===== src/rtl/finish_banner_ctrl.sv =====
// finish_banner_ctrl: sequences the FINISH banner (drop, blink, hold) and
// composites the text renderer's pixels over the background with one
// registered stage.
module finish_banner_ctrl #(
   parameter int H_ACTIVE      = 640,
   parameter int TEXT_W        = 52,
   parameter int START_Y       = 0,
   parameter int TARGET_Y      = 236,
   parameter int DROP_STEP     = 4,
   parameter int BLINK_FRAMES  = 16,
   parameter int BLINK_TOGGLES = 6
) (
   input  logic        clk,
   input  logic        rst_n,
   input  logic        finish_trig,
   input  logic        clear,
   input  logic        frame_start,
   input  logic [9:0]  x,
   input  logic [9:0]  y,
   input  logic        pix_valid,
   input  logic [23:0] bg_color,
   input  logic [23:0] txt_color,
   input  logic        txt_en,
   output logic [9:0]  text_x,
   output logic [9:0]  text_y,
   output logic [23:0] out_color,
   output logic        out_valid,
   output logic        busy,
   output logic        done
);

   localparam int FC_W = (BLINK_FRAMES  > 1) ? $clog2(BLINK_FRAMES)  : 1;
   localparam int TC_W = (BLINK_TOGGLES > 1) ? $clog2(BLINK_TOGGLES) : 1;

   localparam logic [FC_W-1:0] FRAME_LAST  = FC_W'(BLINK_FRAMES - 1);
   localparam logic [TC_W-1:0] TOGGLE_LAST = TC_W'(BLINK_TOGGLES - 1);
   localparam logic [9:0]      START_Y10   = 10'(START_Y);
   localparam logic [9:0]      TARGET_Y10  = 10'(TARGET_Y);
   localparam logic [10:0]     STEP11      = 11'(DROP_STEP);
   localparam logic [10:0]     TARGET11    = 11'(TARGET_Y);
   localparam logic [9:0]      TEXT_X10    = 10'((H_ACTIVE - TEXT_W) / 2);

   typedef enum logic [1:0] {IDLE, DROP, BLINK, HOLD} state_t;

   state_t          state;
   logic            show;
   logic [FC_W-1:0] frame_cnt;
   logic [TC_W-1:0] toggle_cnt;
   logic [9:0]      drop_y;

   // The sum is formed one bit wider than text_y so a large step can never
   // wrap past zero before it is clamped to the landing row.
   function automatic logic [9:0] clamp_step(input logic [9:0] cur_y);
      logic [10:0] sum;
      sum = {1'b0, cur_y} + STEP11;
      return (sum >= TARGET11) ? TARGET_Y10 : sum[9:0];
   endfunction

   // x/y only feed the external renderer; the banner origin is fixed in x.
   logic unused_xy;
   assign unused_xy = ^{x, y};
   assign text_x    = TEXT_X10;
   assign drop_y    = clamp_step(text_y);

   // Animation sequencer: text_y and show move only on frame_start or on a
   // state entry, so the banner never tears mid-frame.
   always_ff @(posedge clk or negedge rst_n) begin
      if (!rst_n) begin
         state      <= IDLE;
         text_y     <= START_Y10;
         show       <= 1'b0;
         frame_cnt  <= '0;
         toggle_cnt <= '0;
         busy       <= 1'b0;
         done       <= 1'b0;
      end else if (clear) begin
         // clear overrides every other event, including a same-cycle trigger
         state      <= IDLE;
         text_y     <= START_Y10;
         show       <= 1'b0;
         frame_cnt  <= '0;
         toggle_cnt <= '0;
         busy       <= 1'b0;
         done       <= 1'b0;
      end else begin
         case (state)
            IDLE: begin
               show <= 1'b0;
               // a coincident frame_start is deliberately not a drop step
               if (finish_trig) begin
                  state  <= DROP;
                  text_y <= START_Y10;
                  show   <= 1'b1;
                  busy   <= 1'b1;
                  done   <= 1'b0;
               end
            end
            DROP: begin
               if (frame_start) begin
                  text_y <= drop_y;
                  if (drop_y == TARGET_Y10) begin
                     state      <= BLINK;
                     frame_cnt  <= '0;
                     toggle_cnt <= '0;
                  end
               end
            end
            BLINK: begin
               if (frame_start) begin
                  if (frame_cnt == FRAME_LAST) begin
                     frame_cnt <= '0;
                     if (toggle_cnt == TOGGLE_LAST) begin
                        // last half-period ends with the banner left visible
                        state      <= HOLD;
                        show       <= 1'b1;
                        toggle_cnt <= '0;
                        busy       <= 1'b0;
                        done       <= 1'b1;
                     end else begin
                        show       <= ~show;
                        toggle_cnt <= toggle_cnt + 1'b1;
                     end
                  end else begin
                     frame_cnt <= frame_cnt + 1'b1;
                  end
               end
            end
            HOLD: begin
               show   <= 1'b1;
               text_y <= TARGET_Y10;
            end
            default: begin
               state <= IDLE;
               busy  <= 1'b0;
               done  <= 1'b0;
            end
         endcase
      end
   end

   // Composite stage: text over background when visible, black outside DE.
   always_ff @(posedge clk or negedge rst_n) begin
      if (!rst_n) begin
         out_color <= '0;
         out_valid <= 1'b0;
      end else begin
         out_valid <= pix_valid;
         if (!pix_valid)
            out_color <= '0;
         else if (show && txt_en)
            out_color <= txt_color;
         else
            out_color <= bg_color;
      end
   end

endmodule


===== config.mk =====
export PLATFORM = sky130hd
export DESIGN_NAME = finish_banner_ctrl
export DESIGN_NICKNAME = d
export VERILOG_FILES = /design/src/rtl/finish_banner_ctrl.sv
export SDC_FILE = /design/constraint.sdc
export NUM_CORES = 1
export LEC_CHECK = 0
export BUFFER_PORTS_ARGS = -buffer_cell sky130_fd_sc_hd__clkbuf_2
export CAP_MARGIN = 20
export CORE_MARGIN = 3
export CORE_UTILIZATION = 50
export CTS_CLUSTER_DIAMETER = 80
export DETAILED_ROUTE_END_ITERATION = 6
export GPL_ROUTABILITY_DRIVEN = 0
export PLACE_DENSITY_LB_ADDON = 0.25
export RECOVER_POWER = 100
export SYNTH_ARGS = -nofsm -noshare
export SYNTH_HDL_FRONTEND = slang
export SYNTH_SLANG_ARGS = --single-unit

===== constraint.sdc =====
create_clock -name clk -period 6.7 [get_ports clk]
set_input_delay 1.005 -clock clk [delete_from_list [all_inputs] [get_ports clk]]
set_output_delay 1.005 -clock clk [all_outputs]
set_load 0.05 [all_outputs]

### After elaboration in Yosys (flattened, before gate mapping)

Index checks and enable logic that the tools add are counted.

* bits in registers: 47

* order comparisons: 1
* bitwise operators: 1
* reductions and logical operators: 13
* equality and inequality tests: 12
* add/subtract/negate cells: 3
* mux-type cells: 46

Operators by type and width (number)
* 24-bit 2-to-1 mux: 2
* 10-bit 2-to-1 mux: 4
* 10-bit one-hot mux with 3 select lines: 1
* 4-bit 2-to-1 mux: 5
* 3-bit 2-to-1 mux: 6
* 3-bit inequality test, second input constant: 6
* 1-bit 2-to-1 mux: 15
* 2-bit 2-to-1 mux: 7
* 4-bit nonzero test: 3
* 10-bit by 3-bit adder with 11-bit output, second input constant: 1
* 11-bit by 8-bit >= comparator with 1-bit output, second input constant: 1
* 10-bit by 8-bit equality test with 1-bit output, second input constant: 1
* 5-bit AND reduction: 2
* 4-bit one-hot mux with 2 select lines: 1
* 7-bit AND reduction: 1
* 2-bit one-hot mux with 3 select lines: 1
* 3-bit one-hot mux with 2 select lines: 1
* 3-bit AND reduction: 2
* 3-bit nonzero test: 2
* 4-bit by 1-bit adder with 4-bit output, second input constant: 1
* 2-bit equality test, second input constant: 2
* 4-bit equality test, second input constant: 1
* 1-bit one-hot mux with 2 select lines: 2
* 4-bit AND reduction: 1
* 7 further kinds: 7

### Logic depth before layout (Yosys ltp)

Gate-level depths: netlist (run 1).

* depth after elaboration: 8
* mapped depth: 9
* gate-level depth less buffers: 8

### Least setup slack after synthesis (run 1)

No wires, ideal clock.

* path type: flip-flop to flip-flop
* from: register text_y[2]
* to: register toggle_cnt[2]
* slack: 4311 ps
* cell stages (with the launch flop): 8
* required time: 6596 ps
* path buffers: 0
* arrival time: 2285 ps
* period minus slack after synthesis: 2389 ps
* path through: dfrtp_1 > ha_1 > and3_2 > a311o_1 > a21oi_4 > nand2_4 > a311o_2 > o41ai_2

* longest elaborated chain between the ends: 6

Ends and longest elaborated chain
* start: declaration: line 25 `output logic [9:0] text_y,`
* start signal: assignment: line 100 `text_y <= drop_y;`
* 10-bit by 3-bit adder with 11-bit output *: line 55 `sum = {1'b0, cur_y} + STEP11;`
* 11-bit by 8-bit >= comparator with 1-bit output: line 56 `return (sum >= TARGET11) ? TARGET_Y10 : sum[9:0];`
* 10-bit 2-to-1 mux *: line 56
* 10-bit by 8-bit equality test with 1-bit output *: line 101 `if (drop_y == TARGET_Y10) begin`
* 3-bit inequality test (no source line) *
* 5-bit AND reduction (no source line) *
* end signal: assignment: line 121 `toggle_cnt <= toggle_cnt + 1'b1;`
* end: declaration: line 48 `logic [TC_W-1:0] toggle_cnt;`

Every way passes the cells marked *; elsewhere a longest branch is shown, timed or not.
A chain may end at the register's enable or synchronous reset.

==> reports/metrics.cfg, run 1 <==
[outcome]
status=finished, violations left
violations=max-capacitance violations, max-slew violations

[timing]
setup_violations=0
fin_tns_setup_ns=0
slew_headroom_pct=-58.4
worst_slack_ns=3.84
period_share_pct=42.6
worstMarginPinSlew_ns=2.38
fin_crit_ns=2.86
timing.fmax_ghz=0.350
hold_viol_final=0
final.setup_skew_ns=0.00755
slew_violations=48
hold_ws_ns=0.492
rsz0062_at_grt=no

[global_route]
first_global_vias=2209
grt_start_max_net_pins=48
antenna_found_initial=0
grt_pass1_wl_um=9920
gr-total-overflow=0
grt_util_all_layers_pct=20.0

[cells_and_area]
ff_latch_area_um2=1180
instances_no_fill=440
drive_gt1_share_pct=18.8
num_antenna_cells=0
syn2layout_area_growth_pct=16.8
mostFrequentLayoutCells=77 x nand2_1, 51 x clkbuf_2, 47 x dfrtp_1, 41 x clkbuf_1, 26 x a21boi_0
multi_input_area_um2=1240
final_util_pct=62.5
nets=454
nFillCells=468
final_common_cell=nand2_1

[setup_path]
cpMaxStageDelayCell=clkbuf_1
crit_path_max_fanout=47
critical_path.max_stage_delay_ns=1.68
critical_path_class=in2async
arrival_ns=2.79
required_ns=6.63
path_cells=clkbuf_2 -> clkbuf_1
setup.worst_path.end_class=async pin
crit_family=buffers and inverters
cp_num_buf_inv=2
start_kind=input pin

[pwr]
power_density_nw_per_um2=324
ir_drop_uv=159
p_leak_uw=0.00150

[clocking]
postCtsSetupBuffers=0
insertion_delay_ns=0.30
numCtsBuffers=5
clockBufferDepth=2
cts.sinks=47
cts-resized-gates=0
cts_tree=yes
hold_buffers=0
clk_pin_slew_ns=0.09
htreeDepth=2
root_buffer=clkbuf_8

[die]
die_area_um2=6130
die_w_um=78.3
core_area_um2=4880
num_io_pins=122
num_rows=25
die_height_um=78.3
initial_core_util_pct=53.5

[place]
dp_cells=432
dp_slack_ns=4.29
port_buffers=91
hpwl_um=4390

[synth]
synth-edff-count=0
synthesis.instances=287
syn-mean-instance-area_um2=9.10
synth_top_cell_area_share_pct=45.0
synth_area_leaders=dfrtp_1 45%, nand2_1 11%, a21boi_0 7.5%
synth-seq-area-share_pct=45.0
synth_top_cell_by_area=dfrtp_1
async_reset_ff_share_pct=100
yosysWarnings=0
syn_area_um2=2610
dominantRegCellSynth=dfrtp_1
synth_seq_cells=47
yosysUniqueCellTypes=53

[routing]
drt_iter0_drc=102
first_pass_iters=4
wl_per_cell_um=13.2
vias=2263
wirelength_um=5790
drc=0
routed_via_density=5.14
drtAntennaViolNets=0

[flow_run]
maxCapViolCount=1

[hold_path]
hold_class=reg2reg

==> synthesized netlist by cell type, drive strengths merged, types with 3 or more instances <==
master,instances
ha,7
dfrtp,47
a21o,5
inv,11
buf,10
a21oi,8
a21boi,26
and2,5
and3,4
nor2b,4
clkbuf,12
o21ai,12
nor2,9
a31oi,9
nand3,4
nand2,77
a22o,3
==> layout make-up <==
type,instances,area share (%)
Tap cell,67,2.75
Timing Repair Buffer,92,13.4
Multi-Input combinational cell,215,40.7
Inverter,11,1.35
Clock inverter,2,0.533
Sequential cell,47,38.5
Clock buffer,6,2.71
==> metrics by stage <==
step | power, µW | cell area (µm²)
4_1_cts | 1020 | 3150
3_3_place_gp | 824 | 3050
2_1_floorplan | 727 | 2640
6_report | 989 | 3050
3_5_place_dp | 834 | 3050
5_1_grt | 1060 | 3050
==> sequential cells by signal, indices dropped and copies added (netlist names) <==
signal	count
busy	1
done	1
frame_cnt	4
out_color	24
out_valid	1
show	1
state	2
text_y	10
toggle_cnt	3
==> metal layers <==
layer  routed length [µm]  vias to the layer above  part of all wire (%)  GRT usage, %
li1                     -                     1132                     -             -
met1                 2500                     1052                    43          24.3
met2                 2680                       74                    46          32.4
met3                  545                        5                   9.4          7.57
met4                   71                        0                   1.2          7.17
met5                    0                        -                     0             0
==> report_power, final <==
part	internal (µW)	total (µW)	leakage [µW]	switching, µW
logic	123	440	0.000831	317
registers	327	367	0.000622	40.2
clock network	84.3	182	0.0000474	97.5
total	534	989	0.00150	455
==> worst paths after layout <==
kind | cells after the start | slack [ns] | endpoint | start
max | 2 | 3.84 | out_color[13] | rst_n
min | 1 | 0.49 | toggle_cnt[2] | toggle_cnt[2]
max reg2reg | 7 | 4.21 | toggle_cnt[2] | text_y[2]
min reg2reg | 1 | 0.49 | toggle_cnt[2] | toggle_cnt[2]
max in group clk | 7 | 4.21 | toggle_cnt[2] | text_y[2]
min in group asynchronous | 2 | 1.51 | text_y[5] | rst_n
==> logic make-up (layout without fill, tap and decap cells) <==
kind of cell	Yosys count	in the layout	synth area share [%]
AOI/OAI and AO/OA	78	78	22.0
xor gates and xnor gates	3	3	1.01
adders and majority gates	7	7	3.35
buffers and inverters	33	111	6.94
DFF	47	47	45.0
muxes	1	1	0.431
other	2	10	0.287
and+or+nand+nor	116	116	21.0
Power figures use the tool's default switching activity.
==> inputs of run 2 (changes only) <==
--- a/config.mk
+++ b/config.mk
@@ -5,10 +5,11 @@
 export SDC_FILE = /design/constraint.sdc
 export NUM_CORES = 1
 export LEC_CHECK = 0
+export ABC_AREA = 1
 export BUFFER_PORTS_ARGS = -buffer_cell sky130_fd_sc_hd__clkbuf_2
 export CAP_MARGIN = 20
 export CORE_MARGIN = 3
-export CORE_UTILIZATION = 50
+export CORE_UTILIZATION = 42
 export CTS_CLUSTER_DIAMETER = 80
 export DETAILED_ROUTE_END_ITERATION = 6
 export GPL_ROUTABILITY_DRIVEN = 0
==> constraint.sdc (replaced) <==
create_clock -name clk -period 2.53 [get_ports clk]
set_input_delay 0.3795 -clock clk [delete_from_list [all_inputs] [get_ports clk]]
set_output_delay 0.3795 -clock clk [all_outputs]
set_load 0.05 [all_outputs]
==> run 2 against run 1 <==
The run still ends with max-capacitance violations, max-slew violations left. Critical path depth up 8. Synthesized cell count up 9.8%. Final cell count up 8.2%. Setup slack worse by 3.3 ns. Non-clock buffer count up 1. Critical endpoint is now toggle_cnt[1]. Largest cell class is now flip-flops and latches.
==> reports/metrics.cfg, run 2 <==
[cells_and_area]
reg.largest.list=out_color (24), text_y (10), frame_cnt (4)
top_register=out_color
num_antenna_cells=0
largest_register_ffs=24
mostFrequentLayoutCells=70 x nand2_1, 59 x nor2_1, 53 x clkbuf_2, 47 x dfrtp_1, 39 x clkbuf_1
nets=486
syn2layout_area_growth_pct=19.7
fin_area_um2=3050
final_common_cell=nand2_1
drive_gt1_share_pct=20.3

[synth]
synth.most_common_cell=nand2_1
yosysWarnings=0
synth_top_cell_area_share_pct=46.1
syn_area_um2=2550
synthesis.instances=315
synth_area_leaders=dfrtp_1 46%, nand2_1 9.6%, nor2_1 8.7%
synth_seq_cells=47
syn-mean-instance-area_um2=8.10
async_reset_ff_share_pct=100
yosysUniqueCellTypes=34
yosys-top-cells-count=65 x nand2_1, 59 x nor2_1, 47 x dfrtp_1
synth-edff-count=0
synth_top_cell_by_area=dfrtp_1
dominantRegCellSynth=dfrtp_1
synth-seq-area-share_pct=46.1

[pwr]
ir_drop_uv=377
power_density_nw_per_um2=870
power.share.clock_pct=20.4
swShare_pct=45.9
power_frac_seq_pct=36.2
p_switching_uw=1220
p_leak_uw=0.00156
internal_power_uw=1440
p_comb_share_pct=43.5

[timing]
period_share_pct=79.6
hold_viol_final=0
setup_violations=0
slew_headroom_pct=-0.710
final.setup_skew_ns=0.00511
timing.fmax_ghz=0.497
worstMarginPinSlew_ns=1.51
rsz0062_at_grt=no
fin_crit_ns=2.01
slew_violations=30
fin_tns_setup_ns=0

[die]
initial_core_util_pct=44.9
num_rows=27
die_height_um=83.9
num_io_pins=122
die_area_um2=7040
die_w_um=83.9
core_area_um2=5680

[setup_path]
setup.worst_path.end_class=flip-flop
critical_path.max_stage_delay_ns=0.49
critical_path_class=reg2reg
arrival_ns=2.21
cp_common_cell=nand2_1
cpMaxStageDelayCell=dfrtp_1
reg2reg_slack_ns=0.52
path_cells=ha_1 -> nand3_1 -> o21bai_1 -> nand2_1 -> nand2_1 -> clkinvlp_2 -> nand3_4 -> nand3_1 -> nand2_1 -> nand2_1
required_ns=2.72
start_kind=flip-flop
crit_path_max_fanout=8

[flow_run]
maxCapViolCount=1

[clocking]
numCtsBuffers=5
root_buffer=clkbuf_8
cts.sinks=47
clockBufferDepth=2
postCtsSetupBuffers=0
clk_pin_slew_ns=0.09
hold_buffers=0
cts_tree=yes
insertion_delay_ns=0.30
htreeDepth=2
cts-resized-gates=0

[routing]
route.met3.wl_um=593
dr_wl_met2_um=2490
vias=2259
routed_via_density=4.75
drtAntennaViolNets=0
wl_per_cell_um=11.9
drc=0
wirelength_um=5670
first_pass_iters=4
wl_met1_um=2520
highest_layer=met4
drt_iter0_drc=185

[global_route]
antenna_found_initial=0
grt_pass1_wl_um=9580
grt_util_all_layers_pct=16.7
first_global_vias=2097
gr-total-overflow=0
grt_start_max_net_pins=30

[outcome]
status=finished, violations left
violations=max-capacitance violations, max-slew violations

[place]
place_area_um2=3020
port_buffers=91
hpwl_um=4330

[hold_path]
hold_class=in2reg

## run 2: area by class of cell
| cell class | count | area, µm² |
|---|---|---|
| fillers | 557 | 2620 |
| flip-flops and latches | 47 | 1180 |
| multi-input cells | 233 | 1170 |
| repair buffers | 93 | 419 |
| inverters | 24 | 91.3 |
| well taps | 72 | 90.1 |
| clock buffers | 5 | 68.8 |
| clock inverters | 2 | 37.5 |
## run 2: per-stage QoR
stage	std cells	setup slack, ns	hold WS, ns	power, µW	utilization [%]
global placement	469	0.721	0.469	2160	53.3
global route	476	0.289	0.309	2840	53.8
floorplan	323	0.511	0.0839	1900	-
detailed placement	469	0.686	0.471	2180	53.3
finish	476	0.517	0.307	2660	53.8
CTS	476	0.665	0.146	2730	55.1
## run 2: power groups by stage
stage                     combinational, µW  sequential (µW)  clock (µW)
after floorplan                         612             1290           0
after global placement                 1190              974           0
after detailed placement               1200              979           0
after CTS                              1210              965         557
after global routing                   1270              982         582
final                                  1160              961         542
## run 2: cell families after synthesis
| group | after synthesis | share of synthesized area, % |
|---|---|---|
| xor+xnor | 4 | 1.37 |
| flops | 47 | 46.1 |
| other cells | 2 | 0.295 |
| compound gates | 49 | 11.0 |
| buf+inv | 43 | 8.34 |
| fa+ha+maj | 7 | 3.43 |
| simple gates | 163 | 29.4 |
## run 2: worst max-delay path, delay by kind of cell (launching register included)
| kind | cells | cell delay [ns] |
|---|---|---|
| simple gates | 7 | 0.74 |
| flops | 1 | 0.49 |
| fa+ha+maj | 1 | 0.28 |
| buf+inv | 1 | 0.26 |
| compound gates | 1 | 0.14 |
## run 2: path summary, 6_finish.rpt
check	startpoint	endpoint	depth (start not counted)
setup / recovery	text_y[2]	toggle_cnt[1]	10
hold / removal	bg_color[4]	out_color[4]	3
setup reg to reg	text_y[2]	toggle_cnt[1]	10
hold reg to reg	busy	busy	2
max in group asynchronous	rst_n	toggle_cnt[2]	2
min in group asynchronous	rst_n	text_y[9]	1
## run 2: routing by layer
metal	global-route usage [%]	vias to the layer above
li1	-	1159
met1	21.6	993
met2	26.0	103
met3	6.32	4
met4	4.97	0
met5	0	-
